==> config.mk <==
export PLATFORM = sky130hd
export DESIGN_NAME = motors_seq
export DESIGN_NICKNAME = d
export VERILOG_FILES = /design/src/rtl/motors_seq.sv
export SDC_FILE = /design/constraint.sdc
export NUM_CORES = 1
export LEC_CHECK = 0
export ABC_CLOCK_PERIOD_IN_PS = 3300
export CORE_MARGIN = 1
export CORE_UTILIZATION = 41
export DETAILED_ROUTE_END_ITERATION = 10
export GPL_TIMING_DRIVEN = 0
export PLACE_DENSITY = 0.76
export SYNTH_ARGS = -nofsm -noshare
export SYNTH_HDL_FRONTEND = slang
export SYNTH_SLANG_ARGS = --single-unit
==> constraint.sdc <==
create_clock -name clk -period 3.3 [get_ports clk]
set_clock_uncertainty 0.1 [all_clocks]
set_input_delay 0.66 -clock clk [delete_from_list [all_inputs] [get_ports clk]]
set_output_delay 0.66 -clock clk [all_outputs]
set_load 0.005 [all_outputs]
==> src/rtl/motors_seq.sv <==
// Sequencer for one motion command: moves the servo, then the XY steppers, then pulses motors_done.
// A leg is skipped when it would not move anything.
module motors_seq #(
  parameter int SERVO_POS_W = 8,
  parameter int PULSE_NUM_W = 16
) (
  input  logic                   clk,
  input  logic                   reset,
  input  logic                   trigger,
  input  logic [SERVO_POS_W-1:0] servo_pos,
  input  logic [PULSE_NUM_W-1:0] pulse_num_x,
  input  logic [PULSE_NUM_W-1:0] pulse_num_y,
  input  logic                   servo_rdy,
  input  logic                   servo_done,
  input  logic                   steppers_rdy,
  input  logic                   steppers_done,
  output logic                   servo_trigger,
  output logic                   steppers_trigger,
  output logic [SERVO_POS_W-1:0] servo_pos_out,
  output logic [PULSE_NUM_W-1:0] pulse_num_x_out,
  output logic [PULSE_NUM_W-1:0] pulse_num_y_out,
  output logic                   motors_rdy,
  output logic                   motors_done
);

  typedef enum logic [2:0] {
    IDLE,
    SERVO_ARM,
    SERVO_WAIT,
    STEP_ARM,
    STEP_WAIT,
    FINISH
  } state_t;

  state_t                 state;
  state_t                 state_nxt;
  logic [SERVO_POS_W-1:0] last_pos;
  logic                   last_pos_valid;
  logic                   accept;
  logic                   step_fire;
  logic                   cmd_moves;
  logic                   latched_moves;

  assign cmd_moves     = (pulse_num_x != '0) || (pulse_num_y != '0);
  assign latched_moves = (pulse_num_x_out != '0) || (pulse_num_y_out != '0);

  always_ff @(posedge clk or negedge reset) begin
    if (!reset) begin
      state <= IDLE;
    end else begin
      state <= state_nxt;
    end
  end

  always_comb begin
    state_nxt     = state;
    accept        = 1'b0;
    step_fire     = 1'b0;
    servo_trigger = 1'b0;
    motors_rdy    = 1'b0;
    motors_done   = 1'b0;
    case (state)
      IDLE: begin
        motors_rdy = 1'b1;
        if (trigger) begin
          accept = 1'b1;
          if (!last_pos_valid || (servo_pos != last_pos)) begin
            state_nxt = SERVO_ARM;
          end else if (cmd_moves) begin
            state_nxt = STEP_ARM;
          end else begin
            state_nxt = FINISH;
          end
        end
      end
      SERVO_ARM: begin
        if (servo_rdy) begin
          servo_trigger = 1'b1;
          state_nxt     = SERVO_WAIT;
        end
      end
      SERVO_WAIT: begin
        if (servo_done) begin
          state_nxt = latched_moves ? STEP_ARM : FINISH;
        end
      end
      STEP_ARM: begin
        if (steppers_rdy) begin
          step_fire = 1'b1;
          state_nxt = STEP_WAIT;
        end
      end
      STEP_WAIT: begin
        // A done coinciding with our own trigger pulse belongs to an earlier move.
        if (steppers_done && !steppers_trigger) begin
          state_nxt = FINISH;
        end
      end
      FINISH: begin
        motors_done = 1'b1;
        state_nxt   = IDLE;
      end
      default: begin
        state_nxt = IDLE;
      end
    endcase
  end

  // The steppers trigger is registered, so it lands on the first STEP_WAIT cycle.
  always_ff @(posedge clk or negedge reset) begin
    if (!reset) begin
      steppers_trigger <= 1'b0;
      servo_pos_out    <= '0;
      pulse_num_x_out  <= '0;
      pulse_num_y_out  <= '0;
      last_pos         <= '0;
      last_pos_valid   <= 1'b0;
    end else begin
      steppers_trigger <= step_fire;
      if (accept) begin
        servo_pos_out   <= servo_pos;
        pulse_num_x_out <= pulse_num_x;
        pulse_num_y_out <= pulse_num_y;
      end
      if (servo_trigger) begin
        last_pos       <= servo_pos_out;
        last_pos_valid <= 1'b1;
      end
    end
  end

endmodule
Yosys cells after proc, flatten, opt, wreduce, memory -nomap -nowiden. Cells that the tools add are included.

Register bits: 53. Bits in latches: 0. RAM bits: 0. Memory bits (read-only): 0. Bits of input ports: 47. Output and inout port bits: 44. Logic and storage cells: 47. Memories kept: 0.

$add $sub $neg: 0. $mul: 0. Divide/modulo/power cells: 0. $lt $le $gt $ge: 0. Eq/ne operators: 11. Shift operators: 0. Mux-type cells: 17. Bitwise logic cells: 0. Reductions and logical operators: 12.

Operators by type and width (count): 16-bit nonzero test (4); 3-bit two-way mux (8); 3-bit case mux with 5 select lines (1); 2-bit != test (second input constant) (5); 1-bit two-way mux (8); 8-bit != test (1); 3-bit by 2-bit equality test with 1-bit output (second input constant) (2); 3-bit equality test (second input constant) (2); 5-bit AND reduction (1); 3-bit by 1-bit equality test with 1-bit output (second input constant) (1); 3-bit logical NOT (1); 1-bit logical OR (3); 1-bit logical NOT (2); 1-bit logical AND (1).

Longest topological paths before layout.
Depth after elaboration: 6. Mapped depth: 6. Gate-level depth less buffers: 5.

Worst setup path before layout. OpenSTA, ideal clock, no wires.

Kind: input to output. Start point: in servo_rdy. End point: out servo_trigger. Data arrival time: 1.111 ns. Required time: 2.540 ns. Slack: 1.429 ns. Stages: 2. Buffers on the path: 1. Path through: nor4bb_1 buf_2.

Longest elaborated chain between the ends: 2.

Ends and longest elaborated chain: start: declaration (RTL line 13) `input logic servo_rdy,`; 1-bit two-way mux (RTL line 77) `if (servo_rdy) begin`; 1-bit two-way mux (RTL line 62) `case (state)`; end: declaration (RTL line 17) `output logic servo_trigger,`.

No other way between the ends.

Worst setup path after layout. Same ends and word-level chain as after synthesis.

==> impl_metrics.csv <==
group,metric,value,unit
run_status,run_status,"finished, final reports clean",
timing,rsz0062_at_grt,"no",
critical_path,cp-end-kind,"output pin",
timing,hold_ws,0.235,ns
cts,worstSkewPairLatency,0.30,ns
pwr,p_int,2160,uW
synth,synthSimpleGateAreaFrac,11.5,%
detailed_routing,vias,1791,
pwr,p_per_area,894,nW/um^2
grt,grt_use_met2,33.0,%
layout,areaGrowthSynthToFinish,48.2,%
floorplanning,die_x,77.5,microns
detailed_routing,vias_per_cell,5.18,
synth,syn_area,2330,sq um
synth,yosys-top-cells-count,"53 x dfrtp_1, 49 x mux2_2, 16 x nor4_1",
timing,min_period_over_period,91.5,%
floorplanning,ios,91,
layout,antenna_cells,0,
grt,grt_pass1_vias,1843,
timing,worst_slack,0.280,ns
grt,top_usage_layer,"met2",
detailed_routing,first_iter_violations,31,
cts,path_clk_slew,0.10,ns
pwr,combPwrFrac,45.1,%
detailed_routing,antenna_left,0,
grt,grt-ovfl-total,0,
critical_path,worstPathMaxFanout,10,
critical_path,crit_type,"primary input to output pin",
floorplanning,die-area,6000,sq um
pwr,power.switching,931,uW
timing,tightest_slew,0.566,ns
synth,synth_cell_type_count,25,
detailed_routing,drt-wirelength-per-cell,16.3,microns
run,drv_cap,0,
timing,hold_viol,0,
floorplanning,rows,27,
cts,htreeDepth,2,
timing,layout_min_cycle_time,3.02,ns
cts,cts-root-buf,"clkbuf_8",
floorplanning,start_util,42.4,%
grt,gr-usage-all-layers,20.2,%
critical_path,startpoint_type,"primary input",
synth,synth_top_family_by_area,"multiplexers",
grt,grt_max_degree,32,
timing,maxSlewHeadroom,62.2,%
synth,synthXorXnorAreaFrac,3.00,%
synth,synth.avg_cell_area,13.3,sq um
cts,postCtsSetupBuffers,0,
floorplanning,fp.dieH,77.5,microns
grt,antenna_found_initial,0,
cts,cts_hold_buf,0,
synth,postSynthCellCount,175,
pwr,cellLeakagePower,0.00136,uW
synth,ys_seq_elements,53,
synth,synth_compound_area_share,2.20,%
synth,synth_fp_nets,222,
placed_design,place_hpwl,4320,microns
floorplanning,design.core.area,5510,sq um
pwr,p_sw_share,30.1,%
timing,setup_tns,0,ns
cts,cts_tree,"done",
placed_design,routabilityCongestion,0.793,
timing,fmax,331,MHz
pwr,ir_worst_vdd,0.463,mV
critical_path,crit_arrival,2.26,ns
layout,fin_nets,320,
cts,cts_max_path_buffers,2,
placed_design,dp_slack,0.292,ns
synth,synth_top_area_share,56.8,%
detailed_routing,drc_errors,0,
grt,use_met3,3.29,%
synth,synthArstFlopShare,100,%
pwr,p_seq_share,40.1,%
synth,dominantRegCellSynth,"dfrtp_1",
synth,synth_area_leaders,"dfrtp_1 57%, mux2_2 24%, nor4_1 4.3%",
placed_design,io_buffers,90,
cts,cts_buffers,5,
timing,slew_violations,0,
synth,yosysMostFrequentCell,"dfrtp_1",
cts,post_cts_resized,0,
synth,synth_top_area_cell,"dfrtp_1",
synth,synth_fa_ha_area_share,0,%
pwr,clock_power_share,14.8,%
synth,yosysSeqAreaShare,56.8,%
timing,setup_viol,0,
detailed_routing,routed_wl,5630,microns
detailed_routing,first_pass_iters,4,
synth,muxShareOfSynthArea,24.5,%
synth,synth_edf_count,0,
grt,grt_use_met1,27.1,%
cts,cts_sinks,53,
critical_path,cp.required,2.54,ns
grt,grt_pass1_wl,9360,microns
synth,yosysWarnings,0,
layout,drive_gt1_share,24.8,%
min_path,min_path_type,"primary input to asynchronous set/reset pin",
## area by class of cell
type | instances | area [sq um]
Fill cell | 455 | 2050
Multi-Input combinational cell | 112 | 962
Sequential cell | 53 | 1330
Clock inverter | 2 | 37.5
Tap cell | 72 | 90.1
Timing Repair Buffer | 91 | 916
Clock buffer | 6 | 82.6
Buffer | 9 | 42.5
Inverter | 1 | 3.75
## power by group through the flow
stage                     Clock, uW  Sequential [uW]  Combinational (uW)
after floorplan                   0             1220                 650
after global placement            0             1240                1380
after CTS                       467             1240                1420
after detailed placement          0             1250                1410
after global routing            497             1300                1500
final                           458             1240                1400
## layout by cell type (no fill, tap or decap), types with 3 or more instances in the layout
master / n
o21ai_0: 4
clkdlybuf4s50_1: 89
mux2_2: 49
nand4_1: 6
nand2_1: 3
clkbuf_8: 6
nor2_1: 7
nor4_1: 16
buf_2: 8
xnor2_1: 8
dfrtp_1: 53
## path summary, 6_finish.rpt
path / from / depth (start not counted) / end / slack (ns)
worst max-delay path: servo_rdy / 4 / servo_trigger / 0.28
worst max register to register: state[0] / 5 / servo_pos_out[7] / 1.44
max in group asynchronous: reset / 2 / last_pos[6] / 2.29
worst min register to register: last_pos_valid / 1 / last_pos_valid / 0.38
worst min-delay path: reset / 1 / pulse_num_y_out[11] / 0.24
min in group clk: last_pos_valid / 1 / last_pos_valid / 0.38
## worst max-delay path: stages
cell and delay [ns]:
clkdlybuf4s50_1 0.50, nor4bb_1 0.27, buf_2 0.29, clkdlybuf4s50_1 0.54
## routing by layer
layer  vias to the layer above  wire [microns]
li1                        843               -
met1                       894            2450
met2                        50            2920
met3                         4             196
met4                         0              58
met5                         -               0
## cell families after synthesis
kind of cell           after synthesis
multiplexers                        51
flip-flops                          53
XOR/XNOR                             8
buffers and inverters               10
AND/OR/NAND/NOR                     45
AO/OA/AOI/OAI                        8
## through the flow
step	util [%]	power [uW]	cells	cell area (sq um)
floorplan	-	1870	175	2330
global placement	60.4	2620	337	3330
detailed placement	60.7	2660	338	3340
CTS	62.8	3120	346	3460
global route	62.8	3290	346	3460
finish	62.8	3090	346	3460
## state kept, by name, summed over array words and instances, names as in the netlist
register,cells
pulse_num_x_out,16
pulse_num_y_out,16
last_pos,8
servo_pos_out,8
state,3
last_pos_valid,1
steppers_trigger,1
(Power assumes the default switching activity.)
